**src/rtl/multicycle_control_fsm_if.sv**
```systemverilog
// Controller <-> datapath bundle for the multicycle MIPS controller.
// The master modport is the controller: it consumes the IR fields and the
// ALU zero flag and drives every datapath mux select and write enable.
// The slave modport is the datapath side of the same signals.
interface multicycle_control_fsm_if;
  logic [5:0] Op;
  logic [5:0] Funct;
  logic       Zero;
  logic       IorD;
  logic       MemWrite;
  logic       IRWrite;
  logic       RegDst;
  logic       MemtoReg;
  logic       RegWrite;
  logic       ALUSrcA;
  logic [1:0] ALUSrcB;
  logic [2:0] ALUControl;
  logic [1:0] PCSrc;
  logic       PCEn;
  logic       instr_done;
  logic       illegal_op;

  modport master (
    input  Op, Funct, Zero,
    output IorD, MemWrite, IRWrite, RegDst, MemtoReg, RegWrite,
           ALUSrcA, ALUSrcB, ALUControl, PCSrc, PCEn, instr_done, illegal_op
  );

  modport slave (
    output Op, Funct, Zero,
    input  IorD, MemWrite, IRWrite, RegDst, MemtoReg, RegWrite,
           ALUSrcA, ALUSrcB, ALUControl, PCSrc, PCEn, instr_done, illegal_op
  );
endinterface

```
**src/rtl/multicycle_control_fsm.sv**
```systemverilog
// Multicycle MIPS controller: Moore FSM sequencing a shared-memory datapath.
// Op (latched in IR) picks the state path after DECODE; a small ALU decoder
// turns the per-state ALUOp plus Funct into ALUControl.
// Build option: define MCFSM_ADDI_EN to add the addi path (ADDIEX/ADDIWB);
// without it Op 001000 is rejected in DECODE like any other unknown opcode.
// Handshake: there is no valid/ready; the controller advances one state per
// clock unconditionally and the datapath must honour every enable in the
// cycle it is asserted.
module multicycle_control_fsm #(
  parameter int STATE_W = 4
) (
  input  logic                      clk,
  input  logic                      reset,
  multicycle_control_fsm_if.master  bus,
  output logic [STATE_W-1:0]        state
);

  typedef enum logic [STATE_W-1:0] {
    S_FETCH   = STATE_W'(0),
    S_DECODE  = STATE_W'(1),
    S_MEMADR  = STATE_W'(2),
    S_MEMRD   = STATE_W'(3),
    S_MEMWB   = STATE_W'(4),
    S_MEMWR   = STATE_W'(5),
    S_RTYPEEX = STATE_W'(6),
    S_ALUWB   = STATE_W'(7),
    S_BEQEX   = STATE_W'(8),
`ifdef MCFSM_ADDI_EN
    S_ADDIEX  = STATE_W'(9),
    S_ADDIWB  = STATE_W'(10),
`endif
    S_JEX     = STATE_W'(11)
  } state_t;

  localparam logic [5:0] OP_RTYPE = 6'b000000;
  localparam logic [5:0] OP_LW    = 6'b100011;
  localparam logic [5:0] OP_SW    = 6'b101011;
  localparam logic [5:0] OP_BEQ   = 6'b000100;
  localparam logic [5:0] OP_J     = 6'b000010;
`ifdef MCFSM_ADDI_EN
  localparam logic [5:0] OP_ADDI  = 6'b001000;
`endif

  state_t     state_q;
  state_t     state_d;
  logic       op_legal;

  logic       pc_write;
  logic       branch;
  logic [1:0] alu_op;
  logic       iord;
  logic       mem_write;
  logic       ir_write;
  logic       reg_dst;
  logic       memto_reg;
  logic       reg_write;
  logic       alu_src_a;
  logic [1:0] alu_src_b;
  logic [1:0] pc_src;
  logic       done;
  logic       illegal;
  logic [2:0] alu_control;

  // Opcodes that DECODE knows how to dispatch.
  always_comb begin
    op_legal = 1'b0;
    case (bus.Op)
      OP_LW, OP_SW, OP_RTYPE, OP_BEQ, OP_J: op_legal = 1'b1;
`ifdef MCFSM_ADDI_EN
      OP_ADDI: op_legal = 1'b1;
`endif
      default: op_legal = 1'b0;
    endcase
  end

  // State register; reset jumps straight to FETCH without waiting for a clock.
  always_ff @(posedge clk or posedge reset) begin
    if (reset) state_q <= S_FETCH;
    else       state_q <= state_d;
  end

  // Next-state logic; any code outside the defined set recovers to FETCH.
  always_comb begin
    state_d = S_FETCH;
    case (state_q)
      S_FETCH:   state_d = S_DECODE;
      S_DECODE: begin
        case (bus.Op)
          OP_LW, OP_SW: state_d = S_MEMADR;
          OP_RTYPE:     state_d = S_RTYPEEX;
          OP_BEQ:       state_d = S_BEQEX;
          OP_J:         state_d = S_JEX;
`ifdef MCFSM_ADDI_EN
          OP_ADDI:      state_d = S_ADDIEX;
`endif
          default:      state_d = S_FETCH;
        endcase
      end
      S_MEMADR:  state_d = (bus.Op == OP_LW) ? S_MEMRD : S_MEMWR;
      S_MEMRD:   state_d = S_MEMWB;
      S_RTYPEEX: state_d = S_ALUWB;
`ifdef MCFSM_ADDI_EN
      S_ADDIEX:  state_d = S_ADDIWB;
`endif
      default:   state_d = S_FETCH;
    endcase
  end

  // Moore outputs per state; everything not named for a state stays 0.
  always_comb begin
    pc_write  = 1'b0;
    branch    = 1'b0;
    alu_op    = 2'b00;
    iord      = 1'b0;
    mem_write = 1'b0;
    ir_write  = 1'b0;
    reg_dst   = 1'b0;
    memto_reg = 1'b0;
    reg_write = 1'b0;
    alu_src_a = 1'b0;
    alu_src_b = 2'b00;
    pc_src    = 2'b00;
    done      = 1'b0;
    illegal   = 1'b0;
    case (state_q)
      S_FETCH: begin
        ir_write  = 1'b1;
        pc_write  = 1'b1;
        alu_src_b = 2'b01;
      end
      S_DECODE: begin
        alu_src_b = 2'b11;
        // An unknown opcode ends the instruction here, so it also completes.
        illegal   = ~op_legal;
        done      = ~op_legal;
      end
      S_MEMADR: begin
        alu_src_a = 1'b1;
        alu_src_b = 2'b10;
      end
      S_MEMRD: iord = 1'b1;
      S_MEMWB: begin
        reg_write = 1'b1;
        memto_reg = 1'b1;
        done      = 1'b1;
      end
      S_MEMWR: begin
        iord      = 1'b1;
        mem_write = 1'b1;
        done      = 1'b1;
      end
      S_RTYPEEX: begin
        alu_src_a = 1'b1;
        alu_op    = 2'b10;
      end
      S_ALUWB: begin
        reg_dst   = 1'b1;
        reg_write = 1'b1;
        done      = 1'b1;
      end
      S_BEQEX: begin
        alu_src_a = 1'b1;
        alu_op    = 2'b01;
        branch    = 1'b1;
        pc_src    = 2'b01;
        done      = 1'b1;
      end
`ifdef MCFSM_ADDI_EN
      S_ADDIEX: begin
        alu_src_a = 1'b1;
        alu_src_b = 2'b10;
      end
      S_ADDIWB: begin
        reg_write = 1'b1;
        done      = 1'b1;
      end
`endif
      S_JEX: begin
        pc_write = 1'b1;
        pc_src   = 2'b10;
        done     = 1'b1;
      end
      default: ;
    endcase
  end

  // ALU decoder: fixed add/sub for address and branch work, Funct for R-type.
  always_comb begin
    alu_control = 3'b010;
    case (alu_op)
      2'b00: alu_control = 3'b010;
      2'b01: alu_control = 3'b110;
      2'b10: begin
        case (bus.Funct)
          6'b100000: alu_control = 3'b010;
          6'b100010: alu_control = 3'b110;
          6'b100100: alu_control = 3'b000;
          6'b100101: alu_control = 3'b001;
          6'b101010: alu_control = 3'b111;
          default:   alu_control = 3'b010;
        endcase
      end
      default: alu_control = 3'b010;
    endcase
  end

  // While reset is held the state already reads FETCH; the write enables
  // are forced low so nothing in the datapath changes during reset.
  assign bus.IorD       = iord;
  assign bus.MemWrite   = mem_write & ~reset;
  assign bus.IRWrite    = ir_write & ~reset;
  assign bus.RegDst     = reg_dst;
  assign bus.MemtoReg   = memto_reg;
  assign bus.RegWrite   = reg_write & ~reset;
  assign bus.ALUSrcA    = alu_src_a;
  assign bus.ALUSrcB    = alu_src_b;
  assign bus.ALUControl = alu_control;
  assign bus.PCSrc      = pc_src;
  assign bus.PCEn       = (pc_write | (branch & bus.Zero)) & ~reset;
  assign bus.instr_done = done & ~reset;
  assign bus.illegal_op = illegal & ~reset;
  assign state          = state_q;

endmodule
```
**src/flat_wrapper.sv**
```systemverilog
// flat-port wrapper written by rule: the top's interface ports become plain ports
module multicycle_control_fsm_flat 
#(
  parameter int STATE_W = 4
)
  (clk, reset, state, bus_Op, bus_Funct, bus_Zero, bus_IorD, bus_MemWrite, bus_IRWrite, bus_RegDst, bus_MemtoReg, bus_RegWrite, bus_ALUSrcA, bus_ALUSrcB, bus_ALUControl, bus_PCSrc, bus_PCEn, bus_instr_done, bus_illegal_op);
  multicycle_control_fsm_if bus_i ();
  input  logic clk;
  input  logic reset;
  output logic [STATE_W-1:0] state;
  input wire logic [$bits(bus_i.Op)-1:0] bus_Op;
  input wire logic [$bits(bus_i.Funct)-1:0] bus_Funct;
  input wire logic [$bits(bus_i.Zero)-1:0] bus_Zero;
  output wire logic [$bits(bus_i.IorD)-1:0] bus_IorD;
  output wire logic [$bits(bus_i.MemWrite)-1:0] bus_MemWrite;
  output wire logic [$bits(bus_i.IRWrite)-1:0] bus_IRWrite;
  output wire logic [$bits(bus_i.RegDst)-1:0] bus_RegDst;
  output wire logic [$bits(bus_i.MemtoReg)-1:0] bus_MemtoReg;
  output wire logic [$bits(bus_i.RegWrite)-1:0] bus_RegWrite;
  output wire logic [$bits(bus_i.ALUSrcA)-1:0] bus_ALUSrcA;
  output wire logic [$bits(bus_i.ALUSrcB)-1:0] bus_ALUSrcB;
  output wire logic [$bits(bus_i.ALUControl)-1:0] bus_ALUControl;
  output wire logic [$bits(bus_i.PCSrc)-1:0] bus_PCSrc;
  output wire logic [$bits(bus_i.PCEn)-1:0] bus_PCEn;
  output wire logic [$bits(bus_i.instr_done)-1:0] bus_instr_done;
  output wire logic [$bits(bus_i.illegal_op)-1:0] bus_illegal_op;
  assign bus_i.Op = bus_Op;
  assign bus_i.Funct = bus_Funct;
  assign bus_i.Zero = bus_Zero;
  assign bus_IorD = bus_i.IorD;
  assign bus_MemWrite = bus_i.MemWrite;
  assign bus_IRWrite = bus_i.IRWrite;
  assign bus_RegDst = bus_i.RegDst;
  assign bus_MemtoReg = bus_i.MemtoReg;
  assign bus_RegWrite = bus_i.RegWrite;
  assign bus_ALUSrcA = bus_i.ALUSrcA;
  assign bus_ALUSrcB = bus_i.ALUSrcB;
  assign bus_ALUControl = bus_i.ALUControl;
  assign bus_PCSrc = bus_i.PCSrc;
  assign bus_PCEn = bus_i.PCEn;
  assign bus_instr_done = bus_i.instr_done;
  assign bus_illegal_op = bus_i.illegal_op;
  multicycle_control_fsm #(.STATE_W(STATE_W)) u_core (.clk(clk), .reset(reset), .bus(bus_i), .state(state));
endmodule
```
**config.mk**
```make
export PLATFORM = sky130hd
export DESIGN_NAME = multicycle_control_fsm_flat
export DESIGN_NICKNAME = d
export VERILOG_FILES = /design/src/rtl/multicycle_control_fsm_if.sv /design/src/rtl/multicycle_control_fsm.sv /design/src/flat_wrapper.sv
export SDC_FILE = /design/constraint.sdc
export NUM_CORES = 1
export LEC_CHECK = 0
export BUFFER_PORTS_ARGS = -buffer_cell sky130_fd_sc_hd__buf_2
export CAP_MARGIN = 20
export CORE_AREA = 5 5 47 49
export CTS_CLUSTER_SIZE = 14
export DETAILED_ROUTE_END_ITERATION = 10
export DIE_AREA = 0 0 52 54
export PLACE_DENSITY_LB_ADDON = 0.05
export SLEW_MARGIN = 10
export SYNTH_ARGS = -nofsm -noshare
export SYNTH_HDL_FRONTEND = slang
export SYNTH_SLANG_ARGS = --single-unit
```
**constraint.sdc**
```tcl
create_clock -name clk -period 1.8 [get_ports clk]
set_input_delay 0.45 -clock clk [delete_from_list [all_inputs] [get_ports clk]]
set_output_delay 0.45 -clock clk [all_outputs]
set_load 0.01 [all_outputs]
```
# After elaboration in Yosys (flattened, before gate mapping)
# Index checks and enable logic that the tools add are counted.
dict set report classes {
  reduce_logical 9
  n_eq_ne 19
  n_mux 20
  bitwise_logic 10
}
# operator count
set op_table {}
lappend op_table {{6-bit equality test, second input constant} 6}
lappend op_table {{4-bit case mux with 5 select lines} 1}
lappend op_table {{4-bit by 3-bit equality test with 1-bit output, second input constant} 4}
lappend op_table {{4-bit case mux with 4 select lines} 1}
lappend op_table {{3-bit case mux with 4 select lines} 1}
lappend op_table {{1-bit 2-to-1 mux} 11}
lappend op_table {{5-bit OR reduction} 2}
lappend op_table {{4-bit by 2-bit equality test with 1-bit output, second input constant} 2}
lappend op_table {{4-bit equality test, second input constant} 2}
lappend op_table {{2-bit case mux with 2 select lines} 2}
lappend op_table {{2-bit OR reduction} 4}
lappend op_table {{1-bit bitwise AND} 7}
lappend op_table {{6-bit by 2-bit equality test with 1-bit output, second input constant} 1}
lappend op_table {{6-bit by 3-bit equality test with 1-bit output, second input constant} 1}
lappend op_table {{6-bit logical NOT} 1}
lappend op_table {{2-bit case mux with 3 select lines} 1}
lappend op_table {{3-bit case mux with 2 select lines} 1}
lappend op_table {{4-bit by 1-bit equality test with 1-bit output, second input constant} 1}
lappend op_table {{4-bit logical NOT} 1}
lappend op_table {{3-bit 2-to-1 mux} 1}
lappend op_table {{3-bit OR reduction} 1}
lappend op_table {{2-bit by 1-bit equality test with 1-bit output, second input constant} 1}
lappend op_table {{2-bit equality test, second input constant} 1}
lappend op_table {{1-bit inverter} 2}
lappend op_table {{other kinds (2)} 2}
dict set report word_totals {
  ff_bits 4
  output_inout_bits 21
  wordCells 59
  inputBits 15
}

# Logic depth before layout (Yosys ltp)
dict set report depth {
  word_depth 6
  mapped_depth 7
  mapped_depth_nobuf 6
}

# Least setup slack after synthesis
# Ideal clock, no wire load.
dict set report synth_path {
  kind {register -> output}
  startpoint {register u_core.state_q[2], in the netlist u_core.state[2]}
  endpoint {output bus_ALUControl[0]}
  slack_ns -0.307
  required_ns 1.350
  n_path_buf 1
  stages_incl_launch_ff 7
  arrival_time_ns 1.657
  cell_sequence {dfrtp_1 clkbuf_8 nand2b_1 nor3_1 inv_1 ha_1 nor3_1}
}
dict set report synth_via {
  elab_chain_len 4
  word_cells_on_any_way 6
  cone_classes {4 x eq/ne; 2 x mux}
}
# element line_no
set synth_lines {}
lappend synth_lines {{from (decl)} multicycle_control_fsm.sv:44} ;# state_t state_q;
lappend synth_lines {{from (signal assigned)} multicycle_control_fsm.sv:79} ;# else state_q <= state_d;
lappend synth_lines {{4-bit equality test / 4-bit by 3-bit equality test with 1-bit output (equally long branches)} multicycle_control_fsm.sv:125} ;# case (state_q)
lappend synth_lines {{2-bit case mux with 2 select lines *} multicycle_control_fsm.sv:125}
lappend synth_lines {{2-bit equality test / 2-bit by 1-bit equality test with 1-bit output (equally long branches)} multicycle_control_fsm.sv:190} ;# case (alu_op)
lappend synth_lines {{3-bit case mux with 2 select lines *} multicycle_control_fsm.sv:190}
lappend synth_lines {{to (decl)} flat_wrapper.sv:22} ;# output wire logic [$bits(bus_i.ALUControl)-1:0] bus_ALUControl;
# Every way passes the cells marked *; elsewhere a longest branch is shown, timed or not.

# Worst setup path in the final report
dict set report layout_path {
  startpoint {input bus_Op[0]}
  endpoint {output bus_instr_done}
}
dict set report layout_via {
  elab_chain_len 6
  word_cells_on_any_way 10
  cone_classes {4 x eq/ne; 2 x mux; 2 x bitwise; 2 x reduce/logical}
}
# element line_no
set layout_lines {}
lappend layout_lines {{from (decl)} flat_wrapper.sv:11} ;# input wire logic [$bits(bus_i.Op)-1:0] bus_Op;
lappend layout_lines {{6-bit equality test, or another cell as far along} multicycle_control_fsm.sv:67} ;# case (bus.Op)
lappend layout_lines {{5-bit OR reduction *} multicycle_control_fsm.sv:67}
lappend layout_lines {{1-bit 2-to-1 mux *} multicycle_control_fsm.sv:67}
lappend layout_lines {{1-bit inverter *} multicycle_control_fsm.sv:135} ;# done = ~op_legal;
lappend layout_lines {{1-bit case mux with 2 select lines *} multicycle_control_fsm.sv:125}
lappend layout_lines {{1-bit bitwise AND *} multicycle_control_fsm.sv:220} ;# assign bus.instr_done = done & ~reset;
lappend layout_lines {{to (decl)} flat_wrapper.sv:25} ;# output wire logic [$bits(bus_i.instr_done)-1:0] bus_instr_done;
# Marks and branches as above.

==> metrics.txt <==
status finished, violations left; failing checks negative setup slack; Core Footprint 1820 um2; Clock Latency Late Sink 230 ps; worst slew pin tran ~290 ps; Worst EP arrival 1680 ps; Placer Congestion 0.764; placed insts roughly 150; Max IR drop VDD 572 uV; Leak Pwr 0.514 nW; Peak Freq 0.469 GHz; initial antenna violation count 0; register bit total from synthesis 4; hold buffers post-CTS 0; Iter 0 DRT Violations 9; DR DRC count 0; RSZ-0062 raised after global routing true; CP max-delay cell or3_2; Synth Instances 76; layout cell share with drive strength beyond 1 0.667; DR vias roughly 800; final worst-path cycle share 1.19; Non-Filler Instances 162; min Tclk post-route ~2100 ps; largest cells by area after synthesis dfrtp_1 17%, nor3_1 6.8%, nand2b_1 5.3%; fin util 0.617; clk root buf clkbuf_4; Largest register FFs 4; PD cells ~720 nW/um2; TritonCTS clock tree yes; CP Class primary input to output pin; Layout area overhead 91.7%; pin count of the biggest net entering global routing 13; max cap viols 0; Routed Wire Length about 2000 um; TritonRoute pass-1 iters 2; delay-heaviest family, CP compound AO/OA/AOI/OAI gates; die area roughly 2800 um2; Final Slew Violations 0; crit end category output pin; vias in the first global route around 760; Post-synth EDFFs 0; Critical Path, Cell by Cell buf_6 > or3_2 > a211o_1 > a22o_1 > buf_2; Post-synth top cells 8 x nor3_1, 7 x nor2_1, 6 x nand2_1, 5 x inv_1, 5 x nand2b_1; Syn Std Cell Area 587 um2; Final Total Pwr 0.810 mW; final setup margin -333 ps; CTS H-tree depth 1; # IOs 36; Initial Utilization 0.322; Die Y 54 um; row cnt 16; Post-Syn Nets 93; GRT Total Usage 0.146; clock slew at reported path FFs 40 ps; min-delay worst type primary input to asynchronous set/reset pin; Setup Viol. Count Final 10; Sink Count 4; Avg Cell Area, Syn between 7 and 8 um2; relative slew slack 0.806; Fin. Hold Viols 0; nets roughly 150; antenna viol nets, final 0; Die X-Extent 52 um; yosys warns 0; final instance area 1120 um2; Worst EP required 1350 ps; post-synthesis sequential area ratio 0.171; post-synth top area share 0.171; CTS buffer count 3; fraction of registers with async set/reset 1.00; DP Wirelength 1580 um; DR WL/cell 12.3 um; filler instances 175; global-route wire length before repair 3110 um; grt ovf 0; most common cell in the synthesized netlist nor3_1; diodes inserted 0; DP Area roughly 920 um2; Clock Path Buffers 2; Yosys top cell by area dfrtp_1; crit path launch type primary input; CP max stage delay between 400 and 500 ps; CP Buf/Inv Count 2; CP max FO 3; vias per cell 4.93; PortBufs 35; skew final 1.78 ps; Netlist cell types 34; Main synth FF type dfrtp_1; reg2reg setup slack 30 ps
## stage by stage
step	setup slack (ps)	hold slack [ps]	setup TNS, ps
final	-333	280	-1630
after global routing	-363	301	-2580
after CTS	-329	257	-1720
after detailed placement	-359	489	-1090
after global placement	-339	475	-992
after floorplan	-165	224	-459
## final timing paths
| kind | from | to | cells past startpoint |
|---|---|---|---|
| min in group clk | bus_Op[2] | u_core.state[3] | 3 |
| max | bus_Op[0] | bus_instr_done | 5 |
| min | reset | u_core.state[3] | 3 |
| min reg2reg | u_core.state[3] | u_core.state[0] | 2 |
| max in group asynchronous | reset | u_core.state[3] | 3 |
| max reg2reg | u_core.state[1] | u_core.state[2] | 6 |
## repair_timing
action | in CTS | in global routing
buffers inserted | 6 | 0
pin swaps | 3 | 4
gates resized for setup | 17 | 15
cloned | 0 | 0
endpoints found under the setup margin | 11 | 15
## cell type report
class | count | area, um2 | share of cell area
Multi-Input combinational cell | 63 | 548 | 0.487
Timing Repair Buffer | 60 | 400 | 0.356
Sequential cell | 4 | 101 | 0.0901
Tap cell | 27 | 33.8 | 0.0300
Clock buffer | 3 | 22.5 | 0.0200
Inverter | 5 | 18.8 | 0.0167
## logic make-up after synthesis
kind of cell	count (synthesis)	synth area share
buffers and inverters	9	0.111
AOI/OAI and AO/OA	14	0.203
DFF	4	0.171
xor gates and xnor gates	3	0.0448
adders and majority gates	2	0.0426
and+or+nand+nor	44	0.429
## placed cells by master (no fill, tap or decap), types with 2 or more instances in the layout
cell	netlist	final
nor3_1	8	4
nand2_1	6	4
nand2_2	0	2
buf_4	1	20
nor3_2	0	3
dfrtp_1	4	3
nand3_1	3	3
buf_6	1	8
nor4_4	0	2
buf_2	0	32
xnor2_1	2	2
inv_1	5	3
inv_2	0	2
a211o_1	2	2
or4b_4	1	2
clkbuf_4	0	3
nor3b_2	0	2
nor3b_1	4	2
nand2b_1	5	4
nor2_1	7	6
## where the power goes
part	internal (mW)	switching, mW	leakage, nW
clock network	0.0744	0.0338	0.0138
registers	0.106	0.0164	0.0518
logic	0.307	0.272	0.448
## worst register-to-register path: cells and delay by family, from the launching register on
kind            cells  cell delay [ps]
buf+inv             3              420
simple gates        2              730
compound gates      1              150
flops               1              400
## layer usage
metal  GRT usage  vias up  share of wire
li1            -      404              -
met1       0.160      377           0.41
met2       0.293       18           0.54
met3      0.0111        0          0.051
met4      0.0437        0              0
met5           0        -              0
(Power assumes the default switching activity.)
